--- src/rtl/object_draw_pkg.sv ---
// Shared definitions for the sprite drawer: FSM states, screen bounds and coordinate widths.
package object_draw_pkg;

    localparam int unsigned SCREEN_W = 160;
    localparam int unsigned SCREEN_H = 120;
    localparam int unsigned X_W      = 8;
    localparam int unsigned Y_W      = 7;

    // Sized copies of the screen bounds, one bit wider than the coordinates so
    // an unclipped origin+offset sum compares without wrapping.
    localparam logic [X_W:0] X_END = SCREEN_W[X_W:0];
    localparam logic [Y_W:0] Y_END = SCREEN_H[Y_W:0];

    typedef enum logic [1:0] {
        ST_IDLE,
        ST_DRAW,
        ST_FLUSH,
        ST_DONE
    } draw_state_e;

    function automatic logic on_screen(input logic [X_W:0] x, input logic [Y_W:0] y);
        return (x < X_END) && (y < Y_END);
    endfunction

endpackage

--- src/rtl/object_draw_pipe.sv ---
// Two-stage pixel delay line: stage 1 lines up with the object ROM read, stage 2
// registers the VGA write (coordinates, colour, clipped plot strobe).
module object_draw_pipe
    import object_draw_pkg::*;
#(
    parameter int unsigned n  = 3,
    parameter int unsigned Mn = 6
) (
    input  logic             clock,
    input  logic             reset,
    input  logic             pix_valid,
    input  logic [Mn-1:0]    pix_cnt,
    input  logic [X_W-1:0]   x_origin,
    input  logic [Y_W-1:0]   y_origin,
    input  logic [n-1:0]     pix_colour,
    input  logic             pix_keep,
    output logic [X_W-1:0]   vga_x,
    output logic [Y_W-1:0]   vga_y,
    output logic [n-1:0]     vga_colour,
    output logic             vga_plot
);

    localparam int unsigned HALF = Mn / 2;

    logic [HALF-1:0]  col;
    logic [HALF-1:0]  row;

    logic             valid1_q, valid1_d;
    logic [X_W:0]     x1_q, x1_d;
    logic [Y_W:0]     y1_q, y1_d;

    logic [X_W-1:0]   vga_x_q, vga_x_d;
    logic [Y_W-1:0]   vga_y_q, vga_y_d;
    logic [n-1:0]     vga_colour_q, vga_colour_d;
    logic             vga_plot_q, vga_plot_d;

    always_comb begin
        col = pix_cnt[HALF-1:0];
        row = pix_cnt[Mn-1:HALF];

        valid1_d = pix_valid;
        x1_d     = {1'b0, x_origin} + {{(X_W + 1 - HALF){1'b0}}, col};
        y1_d     = {1'b0, y_origin} + {{(Y_W + 1 - HALF){1'b0}}, row};

        // Stage 2 meets rom_q for the same pixel; off-screen sums are dropped, never wrapped.
        vga_x_d      = x1_q[X_W-1:0];
        vga_y_d      = y1_q[Y_W-1:0];
        vga_colour_d = pix_colour;
        vga_plot_d   = valid1_q && pix_keep && on_screen(x1_q, y1_q);
    end

    always_ff @(posedge clock or posedge reset) begin
        if (reset) begin
            valid1_q     <= 1'b0;
            x1_q         <= '0;
            y1_q         <= '0;
            vga_x_q      <= '0;
            vga_y_q      <= '0;
            vga_colour_q <= '0;
            vga_plot_q   <= 1'b0;
        end else begin
            valid1_q     <= valid1_d;
            x1_q         <= x1_d;
            y1_q         <= y1_d;
            vga_x_q      <= vga_x_d;
            vga_y_q      <= vga_y_d;
            vga_colour_q <= vga_colour_d;
            vga_plot_q   <= vga_plot_d;
        end
    end

    always_comb begin
        vga_x      = vga_x_q;
        vga_y      = vga_y_q;
        vga_colour = vga_colour_q;
        vga_plot   = vga_plot_q;
    end

endmodule

--- src/rtl/object_drawer.sv ---
// Sprite drawer: walks an external object ROM and emits one VGA pixel write per entry.
// Build option: OBJECT_DRAWER_TRANSPARENT_EN suppresses the plot strobe for colour-0 pixels.
module object_drawer
    import object_draw_pkg::*;
#(
    parameter int unsigned n  = 3,
    parameter int unsigned Mn = 6
) (
    input  logic             clock,
    input  logic             reset,
    input  logic             start,
    input  logic [X_W-1:0]   x_origin,
    input  logic [Y_W-1:0]   y_origin,
    output logic             busy,
    output logic             done,
    output logic [Mn-1:0]    rom_addr,
    input  logic [n-1:0]     rom_q,
    output logic [X_W-1:0]   vga_x,
    output logic [Y_W-1:0]   vga_y,
    output logic [n-1:0]     vga_colour,
    output logic             vga_plot
);

    draw_state_e      state_q, state_d;
    logic [Mn-1:0]    cnt_q, cnt_d;
    logic             flush_q, flush_d;
    logic [X_W-1:0]   x_org_q, x_org_d;
    logic [Y_W-1:0]   y_org_q, y_org_d;
    logic             pix_keep;

    always_comb begin
        state_d = state_q;
        cnt_d   = cnt_q;
        flush_d = flush_q;
        x_org_d = x_org_q;
        y_org_d = y_org_q;

        case (state_q)
            ST_IDLE: begin
                if (start) begin
                    state_d = ST_DRAW;
                    cnt_d   = '0;
                    x_org_d = x_origin;
                    y_org_d = y_origin;
                end
            end
            ST_DRAW: begin
                // cnt wraps to 0 on the last pixel, so rom_addr idles at 0 afterwards.
                cnt_d = cnt_q + 1'b1;
                if (cnt_q == '1) begin
                    state_d = ST_FLUSH;
                    flush_d = 1'b0;
                end
            end
            ST_FLUSH: begin
                flush_d = ~flush_q;
                if (flush_q) begin
                    state_d = ST_DONE;
                end
            end
            ST_DONE: begin
                state_d = ST_IDLE;
            end
            default: begin
                state_d = ST_IDLE;
            end
        endcase
    end

    always_ff @(posedge clock or posedge reset) begin
        if (reset) begin
            state_q <= ST_IDLE;
            cnt_q   <= '0;
            flush_q <= 1'b0;
            x_org_q <= '0;
            y_org_q <= '0;
        end else begin
            state_q <= state_d;
            cnt_q   <= cnt_d;
            flush_q <= flush_d;
            x_org_q <= x_org_d;
            y_org_q <= y_org_d;
        end
    end

    always_comb begin
        busy     = (state_q != ST_IDLE);
        done     = (state_q == ST_DONE);
        rom_addr = cnt_q;
    end

`ifdef OBJECT_DRAWER_TRANSPARENT_EN
    always_comb pix_keep = |rom_q;
`else
    always_comb pix_keep = 1'b1;
`endif

    object_draw_pipe #(
        .n  (n),
        .Mn (Mn)
    ) u_pipe (
        .clock      (clock),
        .reset      (reset),
        .pix_valid  (state_q == ST_DRAW),
        .pix_cnt    (cnt_q),
        .x_origin   (x_org_q),
        .y_origin   (y_org_q),
        .pix_colour (rom_q),
        .pix_keep   (pix_keep),
        .vga_x      (vga_x),
        .vga_y      (vga_y),
        .vga_colour (vga_colour),
        .vga_plot   (vga_plot)
    );

endmodule

--- config.mk ---
export PLATFORM = sky130hd
export DESIGN_NAME = object_drawer
export DESIGN_NICKNAME = d
export VERILOG_FILES = /design/src/rtl/object_draw_pkg.sv /design/src/rtl/object_draw_pipe.sv /design/src/rtl/object_drawer.sv
export SDC_FILE = /design/constraint.sdc
export NUM_CORES = 1
export LEC_CHECK = 0
export CORE_UTILIZATION = 45
export CTS_CLUSTER_DIAMETER = 120
export DETAILED_ROUTE_END_ITERATION = 16
export PLACE_DENSITY_LB_ADDON = 0.12
export SLEW_MARGIN = 20
export SYNTH_ARGS = -nofsm -noshare
export SYNTH_HDL_FRONTEND = slang
export SYNTH_SLANG_ARGS = --single-unit
--- constraint.sdc ---
create_clock -name clock -period 2.4 [get_ports clock]
set_input_delay 0.48 -clock clock [delete_from_list [all_inputs] [get_ports clock]]
set_output_delay 0.48 -clock clock [all_outputs]
set_load 0.01 [all_outputs]
==> results.sh, run 1 <==
export IMPL_clock_latency_ps=320
export IMPL_port_buffers=47
export IMPL_fin_setup_tns_ps=0
export IMPL_synth_top_area_cell="dfrtp_1"
export IMPL_postCtsSetupRepairBufs=0
export IMPL_cts_buffers=9
export IMPL_fin_crit_ps=2240
export IMPL_grt_overflow_total=0
export IMPL_crit_path_end_kind="output port"
export IMPL_preCtsSetupSlack_ps=489
export IMPL_top_layer_used="met4"
export IMPL_grt_first_pass_wirelength_um=6490
export IMPL_async_flop_share_pct=100
export IMPL_wire_per_inst_um=13.3
export IMPL_fp_dieH_um=74.5
export IMPL_cts_root_buffer="clkbuf_8"
export IMPL_reg2reg_to="u_pipe.x1_q[8]"
export IMPL_slew_headroom_pct=73.4
export IMPL_setup_viol_count_final=0
export IMPL_ys_ff_latch=61
export IMPL_syn_num_nets=204
export IMPL_slew_viol_final=0
export IMPL_total_power_mw=4.07
export IMPL_wl_met1_um=1750
export IMPL_synth_most_common_cell="dfrtp_1"
export IMPL_cts_hold_buf=0
export IMPL_grt_max_degree=62
export IMPL_worstPathArrival_ps=1760
export IMPL_status="complete, no violations"
export IMPL_fin_crit_sh_pct=93.3
export IMPL_pwr_density_cell_nw_per_um2=1300
export IMPL_clkTransAtPathRegs_ps=60
export IMPL_drc=0
export IMPL_drive_gt1_share_pct=10.8
export IMPL_fp_dieW_um=74.5
export IMPL_skew_ps=5.62
export IMPL_ant_nets=0
export IMPL_setup_ws_ps=161
export IMPL_whs_path_depth=0
export IMPL_r2r_start="rom_addr[0]"
export IMPL_holdPathEnd="u_pipe.vga_x[2]"
export IMPL_met2_length_um=1980
export IMPL_synth_cells=170
export IMPL_ir_drop_uv=619
export IMPL_reg2reg_setup_slack_ps=620
export IMPL_wl_met3_um=200
export IMPL_synth_common_cells="dfrtp_1, ha_1, a21oi_1, inv_1, mux2_1"
export IMPL_grt_antenna_before_repair=0
export IMPL_gr_usage_all_layers_pct=16.6
export IMPL_p_leak_nw=1.40
export IMPL_cap_violations=0
export IMPL_wl_um=4010
export IMPL_cp_start_kind="flop"
export IMPL_min_from="u_pipe.x1_q[2]"
export IMPL_cts_sinks=61
export IMPL_synth_cell_types=32
export IMPL_drt_vias_per_instance=4.71
export IMPL_core_area_sq_um=5070
export IMPL_place_gp_congestion=0.842
export IMPL_start_util_pct=46.6
export IMPL_hold_path_class="reg -> reg"
export IMPL_antenna_cells=0
export IMPL_max_freq_mhz=447
export IMPL_io_pins=48
export IMPL_worstSetupPathType="reg -> out"
export IMPL_die_area_sq_um=5550
export IMPL_rsz0062_at_grt="no"
export IMPL_vias=1418
export IMPL_synth_edf_count=0
export IMPL_finalHoldViolCount=0
export IMPL_crit_required_ps=1920
export IMPL_worst_r2r_path_depth=5
export IMPL_clockBufferDepth=2
export IMPL_nets=260
export IMPL_ys_seq_area_share_pct=64.6
export IMPL_final_util_pct=61.7
export IMPL_yosys_area_top_type_share_pct=64.6
export IMPL_synth_area_per_cell_sq_um=13.9
export IMPL_grt_pass1_vias=1438
export IMPL_htreeDepth=3
export IMPL_tightest_slew_ps=397
export IMPL_ctsResizeCount=0
export IMPL_first_iter_violations=26
export IMPL_dr_pass1_iters=4
export IMPL_ys_top_cells_by_area="dfrtp_1, ha_1, mux2_1, mux2_2, xnor2_1"
export IMPL_syn_to_final_growth_pct=32.4
export IMPL_rows=26
export IMPL_cts_tree="built"
export IMPL_dpl_hpwl_um=2850
export IMPL_syn_area_sq_um=2360
export IMPL_yosys_warnings=0
export IMPL_worstPathMaxFanout=7
export IMPL_fillers=416
export IMPL_synth_flop_cell="dfrtp_1"
-- stage by stage --
| step | hold WS [ps] | instances | instance area [sq um] |
|---|---|---|---|
| final | 348 | 301 | 3130 |
| after global routing | 355 | 301 | 3130 |
| after CTS | 350 | 301 | 3130 |
| after detailed placement | 335 | 285 | 2930 |
| after global placement | 332 | 285 | 2930 |
| after floorplan | 331 | 170 | 2360 |
-- layout make-up --
type / count / area (sq um) / area share (%)
Clock buffer: 11 / 131 / 4.19
Clock inverter: 5 / 75.1 / 2.40
Inverter: 9 / 33.8 / 1.08
Multi-Input combinational cell: 97 / 787 / 25.1
Sequential cell: 61 / 1530 / 48.7
Tap cell: 70 / 87.6 / 2.80
Timing Repair Buffer: 48 / 490 / 15.7
-- flip-flops by register name (all words and copies together), names as in the netlist --
| signal | count |
|---|---|
| flush_q | 1 |
| rom_addr | 6 |
| state_q | 2 |
| u_pipe.valid1_q | 1 |
| u_pipe.vga_colour | 3 |
| u_pipe.vga_plot | 1 |
| u_pipe.vga_x | 8 |
| u_pipe.vga_y | 7 |
| u_pipe.x1_q | 9 |
| u_pipe.y1_q | 8 |
| x_org_q | 8 |
| y_org_q | 7 |
-- worst max-delay path, cell delays in order (launching register included) --
cell	delay [ps]
dfrtp_1	400
inv_1	80
ha_1	300
inv_1	110
clkdlybuf4s50_1	540
-- placed cells by master (no fill, tap or decap), types with 2 or more instances in the layout --
cell	count
dfrtp_1	61
clkdlybuf4s50_1	47
ha_1	11
a21oi_1	9
mux2_1	9
clkbuf_8	9
inv_1	8
nand2_1	7
nor2_1	7
xnor2_1	7
o21ai_0	6
xor2_1	6
mux2_2	6
nand3_1	4
a22o_1	3
nor2b_1	3
clkinv_2	3
a21o_1	2
and3_1	2
fa_1	2
clkbuf_1	2
bufinv_16	2
-- power by group --
part,total [mW],leakage [nW],internal (mW),switching [mW]
Clock,0.936,0.107,0.580,0.357
Combinational,1.36,0.560,0.758,0.601
Sequential,1.78,0.735,1.50,0.280
Total,4.07,1.40,2.84,1.24
-- cells by family after synthesis --
group                      Yosys count  synth area share [%]
AOI/OAI and AO/OA                   24                  6.46
xor gates and xnor gates            13                  4.81
adders and majority gates           13                  7.51
buffers and inverters               12                  2.17
DFF                                 61                  64.6
muxes                               17                  8.15
and+or+nand+nor                     30                  6.35
-- worst max-delay path by stage --
| stage | start | end | slack (ps) | cells after the start |
|---|---|---|---|---|
| floorplan | reset | flush_q | 410 | 1 |
| global placement | start | x_org_q[2] | 550 | 3 |
| detailed placement | start | y_org_q[5] | 490 | 3 |
| CTS | state_q[0] | busy | 150 | 4 |
| global route | state_q[0] | busy | 80 | 4 |
| finish | state_q[0] | busy | 160 | 4 |
-- layer usage --
metal | GRT usage (%) | vias up
met5 | 0 | -
met4 | 10.1 | 0
met3 | 5.28 | 8
met2 | 27.5 | 39
met1 | 18.5 | 685
li1 | - | 686
(Power assumes the default switching activity.)
==> run 2, diff against run 1 <==
clock period = 2.2 ns   (was 2.4 ns; I/O delays follow)
==> results.sh, run 2 (same netlist as run 1, synthesis figures left out) <==
export IMPL_status="complete, no violations"
export IMPL_seq_power_share_pct=43.2
export IMPL_crit_required_ps=1760
export IMPL_grt_max_degree=44
export IMPL_slew_viol_final=0
export IMPL_finish_instance_area_sq_um=3150
export IMPL_fin_crit_sh_pct=97.0
export IMPL_grt_overflow_total=0
export IMPL_p_leak_nw=1.40
export IMPL_hold_path_class="reg -> reg"
export IMPL_drc=0
export IMPL_drive_gt1_share_pct=12.5
export IMPL_finalHoldViolCount=0
export IMPL_top_register="u_pipe.x1_q"
export IMPL_syn_to_final_growth_pct=33.2
export IMPL_place_area_sq_um=2930
export IMPL_switchingPower_mw=1.39
export IMPL_fillers=402
export IMPL_cap_violations=0
export IMPL_cts_hold_buf=0
export IMPL_place_gp_congestion=0.853
export IMPL_core_area_sq_um=5070
export IMPL_grt_antenna_before_repair=0
export IMPL_nets=261
export IMPL_cp_start_kind="flop"
export IMPL_cts_sinks=61
export IMPL_worstPathArrival_ps=1690
export IMPL_cts_root_buffer="clkbuf_8"
export IMPL_clock_latency_ps=330
export IMPL_worst_r2r_path_depth=5
export IMPL_wire_per_inst_um=13.8
export IMPL_dr_pass1_iters=5
export IMPL_cts_buffers=9
export IMPL_worstPathMaxFanout=7
export IMPL_io_pins=48
export IMPL_die_area_sq_um=5550
export IMPL_htreeDepth=3
export IMPL_internal_power_mw=3.10
export IMPL_grt_first_pass_wirelength_um=6670
export IMPL_grt_pass1_vias=1463
export IMPL_port_buffers=47
export IMPL_fp_dieH_um=74.5
export IMPL_max_freq_mhz=468
export IMPL_final_common_cell="dfrtp_1"
export IMPL_rows=26
export IMPL_dpl_hpwl_um=2930
export IMPL_vias=1436
export IMPL_p_sw_share_pct=31.0
export IMPL_rsz0062_at_grt="no"
export IMPL_fp_dieW_um=74.5
export IMPL_skew_ps=7.51
export IMPL_comb_power_share_pct=33.2
export IMPL_start_util_pct=46.6
export IMPL_tightest_slew_ps=422
export IMPL_fin_setup_tns_ps=0
export IMPL_gr_usage_all_layers_pct=16.6
export IMPL_crit_path_end_kind="output port"
export IMPL_whs_path_depth=0
export IMPL_cts_tree="built"
export IMPL_first_iter_violations=42
export IMPL_final_cell_mix="dfrtp_1, clkdlybuf4s50_1, ha_1"
export IMPL_slew_headroom_pct=71.9
export IMPL_largest_reg_flops=9
export IMPL_antenna_cells=0
export IMPL_setup_viol_count_final=0
export IMPL_worstSetupPathType="reg -> out"
export IMPL_ant_nets=0
export IMPL_pwr_density_cell_nw_per_um2=1430
export IMPL_fin_crit_ps=2130
export IMPL_clockBufferDepth=2
export IMPL_drt_vias_per_instance=4.75
export IMPL_wl_um=4160
export IMPL_p_clk_share_pct=23.5
export IMPL_clkTransAtPathRegs_ps=70
export IMPL_ir_drop_uv=748
## run 2: changes by cell type in the layout (fill, tap and decap cells not counted), sizes merged
cell      before  now
buf            1    2
clkinvlp       0    2
clkbuf        11    9
## run 2: final timing paths
path / from / end / slack [ps]
min: u_pipe.y1_q[2] / u_pipe.vga_y[2] / 350
max in group asynchronous: reset / u_pipe.x1_q[7] / 1200
min in group asynchronous: reset / u_pipe.x1_q[4] / 430
min reg2reg: u_pipe.y1_q[2] / u_pipe.vga_y[2] / 350
max: state_q[0] / busy / 70
max reg2reg: rom_addr[0] / u_pipe.x1_q[8] / 420
## run 2: cell type report
| class | instances | area (sq um) | area share [%] |
|---|---|---|---|
| clock buffer | 9 | 124 | 3.93 |
| clock inverter | 7 | 90.1 | 2.86 |
| inverter | 9 | 33.8 | 1.07 |
| multi-input combinational | 97 | 790 | 25.1 |
| sequential | 61 | 1530 | 48.5 |
| tap | 70 | 87.6 | 2.78 |
| timing repair buffer | 49 | 498 | 15.8 |
## run 2: stage by stage
step	util [%]	hold slack (ps)	instances	setup WS [ps]	total power [mW]
final	62.1	349	302	65.0	4.49
after global routing	62.1	358	302	3.26	4.81
after CTS	61.9	350	301	39.7	4.53
after detailed placement	57.6	335	285	331	3.46
after global placement	57.6	332	285	389	3.36
after floorplan	-	331	170	247	2.79
## run 2: power by group through the flow
stage,Clock (mW),Sequential [mW],Combinational [mW]
final,1.06,1.94,1.49
after global routing,1.13,2.01,1.66
after CTS,1.08,1.95,1.50
after floorplan,0,1.99,0.799
after detailed placement,0,1.97,1.48
after global placement,0,1.93,1.43
## run 2: what timing repair did
item                       CTS  global route
buffers inserted             0             1
resized for setup            1             0
gates cloned                 0             0
hold endpoints to repair     0             0
setup endpoints to repair    1             1
## run 2: critical path: stages (launching register included)
cell	delay, ps
dfrtp_1	410
inv_1	90
ha_2	240
inv_1	90
clkdlybuf4s50_1	530
## run 2: routing by layer
| metal | global-route usage (%) | vias to the layer above | part of all wire (%) |
|---|---|---|---|
| met5 | 0 | - | 0 |
| met4 | 8.81 | 0 | 1.5 |
| met3 | 4.34 | 7 | 4.1 |
| met1 | 20.4 | 699 | 45 |
| met2 | 26.9 | 41 | 49 |
| li1 | - | 689 | - |
